[src/rtl/muller_c_pkg.sv]
// rtl/muller_c_pkg.sv - shared state, error codes and output decode for the C-element driver
package muller_c_pkg;

    typedef enum logic [2:0] {
        IDLE  = 3'd0,
        SET   = 3'd1,
        HOLD1 = 3'd2,
        CLR   = 3'd3,
        HOLD0 = 3'd4,
        DONE  = 3'd5,
        ERR   = 3'd6
    } state_t;

    localparam logic [1:0] ERR_NONE = 2'd0;
    localparam logic [1:0] ERR_RISE = 2'd1;
    localparam logic [1:0] ERR_FALL = 2'd2;
    localparam logic [1:0] ERR_HOLD = 2'd3;

    typedef struct packed {
        logic a;
        logic b;
        logic busy;
        logic done;
        logic err;
    } hs_outs_t;

    // Output pattern each state presents; loaded into the output register on state entry.
    function automatic hs_outs_t outs_of(input state_t s);
        hs_outs_t o;
        o = '0;
        case (s)
            SET:     begin o.a = 1'b1; o.b = 1'b1; o.busy = 1'b1; end
            HOLD1:   begin o.b = 1'b1; o.busy = 1'b1; end
            CLR:     o.busy = 1'b1;
            HOLD0:   begin o.a = 1'b1; o.busy = 1'b1; end
            DONE:    o.done = 1'b1;
            ERR:     o.err = 1'b1;
            default: o = '0;
        endcase
        return o;
    endfunction

endpackage

[src/rtl/muller_c_sync.sv]
// rtl/muller_c_sync.sv - multi-flop synchronizer for the asynchronous C-element output
module muller_c_sync #(
    parameter int STAGES = 2
) (
    input  logic clk,
    input  logic rst,
    input  logic d,
    output logic q
);

    logic [STAGES-1:0] chain;

    always_ff @(posedge clk or posedge rst) begin
        if (rst) begin
            chain <= '0;
        end else begin
            chain <= {chain[STAGES-2:0], d};
        end
    end

    assign q = chain[STAGES-1];

endmodule

[src/rtl/muller_c_hs_driver.sv]
// rtl/muller_c_hs_driver.sv - four-phase stimulus driver and law checker for a Muller C-element
module muller_c_hs_driver
    import muller_c_pkg::*;
#(
    parameter int CNT_W       = 8,
    parameter int TIMEOUT     = 15,
    parameter int HOLD_CYC    = 4,
    parameter int SYNC_STAGES = 2
) (
    input  logic             wb_clk_i,
    input  logic             wb_rst_i,
    input  logic             start_i,
    input  logic [CNT_W-1:0] rounds_i,
    input  logic             c_q_i,
    output logic             c_a_o,
    output logic             c_b_o,
    output logic             busy_o,
    output logic             done_o,
    output logic             err_o,
    output logic [1:0]       err_code_o,
    output logic [CNT_W-1:0] rounds_o
);

    localparam int TMO_W = $clog2(TIMEOUT + 1);
    localparam int HLD_W = $clog2(HOLD_CYC + 1);

    state_t           state;
    hs_outs_t         outs;
    logic [TMO_W-1:0] tmo;
    logic [HLD_W-1:0] hold_cnt;
    logic [CNT_W-1:0] rounds_inc;
    logic             q_s;
    logic             hold_armed;
    logic             hold_last;
    logic             tmo_hit;

    muller_c_sync #(.STAGES(SYNC_STAGES)) u_sync (
        .clk (wb_clk_i),
        .rst (wb_rst_i),
        .d   (c_q_i),
        .q   (q_s)
    );

    // The first SYNC_STAGES clocks of a hold phase still see pre-transition samples.
    assign hold_armed = int'(hold_cnt) >= SYNC_STAGES;
    assign hold_last  = hold_cnt == HLD_W'(HOLD_CYC - 1);
    assign tmo_hit    = tmo == TMO_W'(TIMEOUT);
    assign rounds_inc = (rounds_o == '1) ? rounds_o : rounds_o + 1'b1;

    always_ff @(posedge wb_clk_i or posedge wb_rst_i) begin
        if (wb_rst_i) begin
            state      <= IDLE;
            outs       <= '0;
            err_code_o <= ERR_NONE;
            rounds_o   <= '0;
            tmo        <= '0;
            hold_cnt   <= '0;
        end else begin
            case (state)
                IDLE, DONE, ERR: begin
                    if (start_i) begin
                        state      <= SET;
                        outs       <= outs_of(SET);
                        rounds_o   <= '0;
                        err_code_o <= ERR_NONE;
                        tmo        <= '0;
                    end
                end
                SET: begin
                    if (q_s) begin
                        state    <= HOLD1;
                        outs     <= outs_of(HOLD1);
                        hold_cnt <= '0;
                    end else if (tmo_hit) begin
                        state      <= ERR;
                        outs       <= outs_of(ERR);
                        err_code_o <= ERR_RISE;
                    end else begin
                        tmo <= tmo + 1'b1;
                    end
                end
                HOLD1: begin
                    if (hold_armed && !q_s) begin
                        state      <= ERR;
                        outs       <= outs_of(ERR);
                        err_code_o <= ERR_HOLD;
                    end else if (hold_last) begin
                        state <= CLR;
                        outs  <= outs_of(CLR);
                        tmo   <= '0;
                    end else begin
                        hold_cnt <= hold_cnt + 1'b1;
                    end
                end
                CLR: begin
                    if (!q_s) begin
                        state    <= HOLD0;
                        outs     <= outs_of(HOLD0);
                        hold_cnt <= '0;
                    end else if (tmo_hit) begin
                        state      <= ERR;
                        outs       <= outs_of(ERR);
                        err_code_o <= ERR_FALL;
                    end else begin
                        tmo <= tmo + 1'b1;
                    end
                end
                HOLD0: begin
                    if (hold_armed && q_s) begin
                        state      <= ERR;
                        outs       <= outs_of(ERR);
                        err_code_o <= ERR_HOLD;
                    end else if (hold_last) begin
                        rounds_o <= rounds_inc;
                        if ((rounds_i != '0 && rounds_inc == rounds_i) ||
                            (rounds_i == '0 && !start_i)) begin
                            state <= DONE;
                            outs  <= outs_of(DONE);
                        end else begin
                            state <= SET;
                            outs  <= outs_of(SET);
                            tmo   <= '0;
                        end
                    end else begin
                        hold_cnt <= hold_cnt + 1'b1;
                    end
                end
                default: begin
                    state <= IDLE;
                    outs  <= '0;
                end
            endcase
        end
    end

    assign c_a_o  = outs.a;
    assign c_b_o  = outs.b;
    assign busy_o = outs.busy;
    assign done_o = outs.done;
    assign err_o  = outs.err;

endmodule
[config.mk]
export PLATFORM = sky130hd
export DESIGN_NAME = muller_c_hs_driver
export DESIGN_NICKNAME = d
export VERILOG_FILES = /design/src/rtl/muller_c_pkg.sv /design/src/rtl/muller_c_sync.sv /design/src/rtl/muller_c_hs_driver.sv
export SDC_FILE = /design/constraint.sdc
export NUM_CORES = 1
export LEC_CHECK = 0
export BUFFER_PORTS_ARGS = -buffer_cell sky130_fd_sc_hd__clkbuf_2
export CORE_UTILIZATION = 60
export DETAILED_ROUTE_END_ITERATION = 16
export HOLD_SLACK_MARGIN = 0.1
export PLACE_DENSITY = 0.83
export SYNTH_ARGS = -nofsm -noshare
export SYNTH_HDL_FRONTEND = slang
export SYNTH_HIERARCHICAL = 1
export SYNTH_SLANG_ARGS = --single-unit
export TNS_END_PERCENT = 30
[constraint.sdc]
create_clock -name wb_clk_i -period 3.4 [get_ports wb_clk_i]
set_input_delay 0.34 -clock wb_clk_i [delete_from_list [all_inputs] [get_ports wb_clk_i]]
set_output_delay 0.34 -clock wb_clk_i [all_outputs]
set_load 0.02 [all_outputs]
==> impl_results.md <==
* Vias in the first global route at roughly 1,700
* FF+latch count, synth at 27
* Final period util at 82.3%
* Postcts setup bufs at 0
* Commonest cells post-synth: 28 x nand2_1, 27 x dfrtp_1, 21 x a21oi_1
* Mapped cell area at around 2000 um^2
* DRC viols at 0
* Initial Utilization at 64.5%
* Overflow after GRT at 0
* Most used DFF post-synth: dfrtp_1
* Routability congestion estimate at 0.995
* Worst path top cell family by delay: compound AO/OA/AOI/OAI gates
* Clock buffer depth at 2
* Io pins at 27
* Peak supply drop at 483 uV
* Hold Violations, Final at 0
* Root Driver: clkbuf_4
* First-pass GRT wire length at 7.73 mm
* Post-synth EDFFs at 0
* Initial antenna violation count at 0
* Share of layout cells above drive strength 1 at 15.6%
* Area leader, netlist: dfrtp_1
* Core region area at about 3100 um^2
* Die height at 60.0 um
* Crit Reg-Reg Endpoint: busy_o
* Max Cap Violations at 0
* Top-area cell type share of the netlist area at 33.5%
* DR iter-0 viols at 162
* Per-cell routed wire length at 15.9 um
* All-Layer GR Usage at 28.2%
* Crit path DAT at 3000 ps
* WS Path Type: register to register
* Pleak at 0.949 nW
* Synth cell types at 59
* Cells resized by post-CTS repair at 0
* Synthesis Warnings at 6
* Nets@finish at between 200 and 300
* Critical path cell sequence: ha_1 -> nand4_1 -> o21ai_1 -> mux2i_1 -> a2111o_1 -> nor4_4 -> o21ai_0
* Hold Path Class: register to register
* Mapped Nets at 252
* # clock sinks at 27
* CTS Buf Count at 3
* 1st-pass router iterations at 5
* Hold-fix buffers, CTS at 2
* # setup viols final at 0
* Placed inst area at about 2100 um^2
* Unrepaired setup endpoints after global routing: no
* # port buffers at 26
* Clock transition at path regs at 150 ps
* Worst Skew at 17.2 ps
* Vias at 1,930
* Worst Hold End: u_sync/chain[1]
* Min cycle time layout at 2800 ps
* Critical Path RT at 3600 ps
* Worst R2R Path Depth at 7
* Avg Cell Area, Syn at approximately 8.6 um^2
* Slew headroom at 37.2%
* Status: completed
* Post-DP HPWL at ~3.5 mm
* Die area at between 3000 and 4000 um^2
* Htree depth at 1
* CTS tree: yes
* Area grow syn2layout at 8.68%
* Slowest stage delay, CP at 570 ps
* Pin count of the biggest net entering global routing at 26
* Total negative slack at 0 ps
* Synth area leaders: dfrtp_1 33%, a21oi_1 5.2%, nand2_1 5.2%, mux2i_1 3.5%, o21ai_0 3.5%
* Buffers plus inverters on the worst setup path at 0
* Setup crit end kind: register
* Number of nets with antenna violations after routing at 0
* R2r startpoint: rounds_o[0]
* Sequential fraction of the synthesis area at between 30% and 40%
* Achievable frequency at 0.357 GHz
* HP Start: u_sync/chain[0]
* Drt total wl at 4.78 mm
* Fin. max-slew vios at 0
* Ant diodes at 0
* Drt via density at 6.41
* Slowest-stage cell, CP: nor4_4
* Finished Cell Area at roughly 2200 um^2
* Worst-Margin Slew at 941 ps
* CP startpoint kind: register
* Later-pin clock latency in the skew report at roughly 340 ps
* Post-Synthesis Cells at between 200 and 250
* Power Density at 705 nW/um^2
* Count leader, synth: nand2_1
* Worst Hold Depth at 0
* Chip width at 60.0 um
* Asr flop ratio synth at 100%
* Reg2Reg Setup Slack at 600 ps
* Site row count at 20
* Maximum fanout along the worst path at 9
==> routing by layer <==
| metal | global-route usage (%) | part of all wire (%) | vias up |
|---|---|---|---|
| met2 | 43.8 | 47 | 88 |
| met3 | 4.11 | 7.1 | 4 |
| met1 | 41.8 | 46 | 921 |
| met5 | 0 | 0 | - |
| met4 | 5.32 | 0.71 | 0 |
| li1 | - | - | 917 |
==> worst max path at each step <==
stage	start	end	slack, ps	depth (start not counted)
floorplan	rounds_o[0]	c_a_o	930	8
global placement	rounds_o[0]	c_b_o	790	7
detailed placement	rounds_o[0]	busy_o	660	7
CTS	rounds_o[0]	busy_o	640	7
global route	rounds_o[0]	busy_o	440	7
finish	rounds_o[0]	busy_o	600	7
==> power breakdown <==
group | internal (mW) | total (mW) | leakage [nW] | switching, mW
Combinational | 0.346 | 0.843 | 0.584 | 0.497
Clock | 0.0451 | 0.149 | 0.0139 | 0.104
Sequential | 0.406 | 0.554 | 0.351 | 0.148
==> cells in the final DEF, fill, tap and decap left out, drive strengths merged, types with 4 or more instances in the layout <==
master / n
clkbuf: 29
nand2: 28
dfrtp: 27
a21oi: 21
o21ai: 15
nor2: 12
inv: 10
nand3: 9
nand2b: 8
mux2i: 7
xnor2: 6
nor3: 6
and3: 5
xor2: 4
nor2b: 4
ha: 4
a31o: 4
==> state kept, by name, indices dropped and copies added, names as in the netlist <==
name,cells
u_sync/chain,2
c_b_o,1
busy_o,1
c_a_o,1
done_o,1
rounds_o,8
hold_cnt,3
tmo,4
err_o,1
state,3
err_code_o,2
==> area by class of cell <==
class | instances | area [um^2]
inverters | 10 | 37.5
well taps | 44 | 55.1
multi-input cells | 186 | 1230
flip-flops and latches | 27 | 676
fillers | 284 | 935
clock inverters | 1 | 7.51
repair buffers | 30 | 165
clock buffers | 3 | 22.5
==> kinds of logic (layout without fill, tap and decap cells) <==
group                    Yosys count  count (layout)  synth area share, %
adder cells (fa/ha/maj)            6               6                 3.47
AND/OR/NAND/NOR                   88              88                 23.1
multiplexers                       8               8                 4.03
XOR/XNOR                          11              11                 5.52
flip-flops                        27              27                 33.5
AO/OA/AOI/OAI                     73              73                 24.8
buffers and inverters             23              44                 5.58
==> metrics by stage <==
step	setup slack (ps)	util (%)	hold WS [ps]	instances	power (mW)
finish	601	70.1	368	301	1.55
detailed placement	659	68.5	187	295	1.38
global route	436	70.1	375	301	1.65
global placement	787	68.5	185	295	1.37
floorplan	932	-	81.2	236	1.19
CTS	642	70.1	371	301	1.53
(Power assumes the default switching activity.)
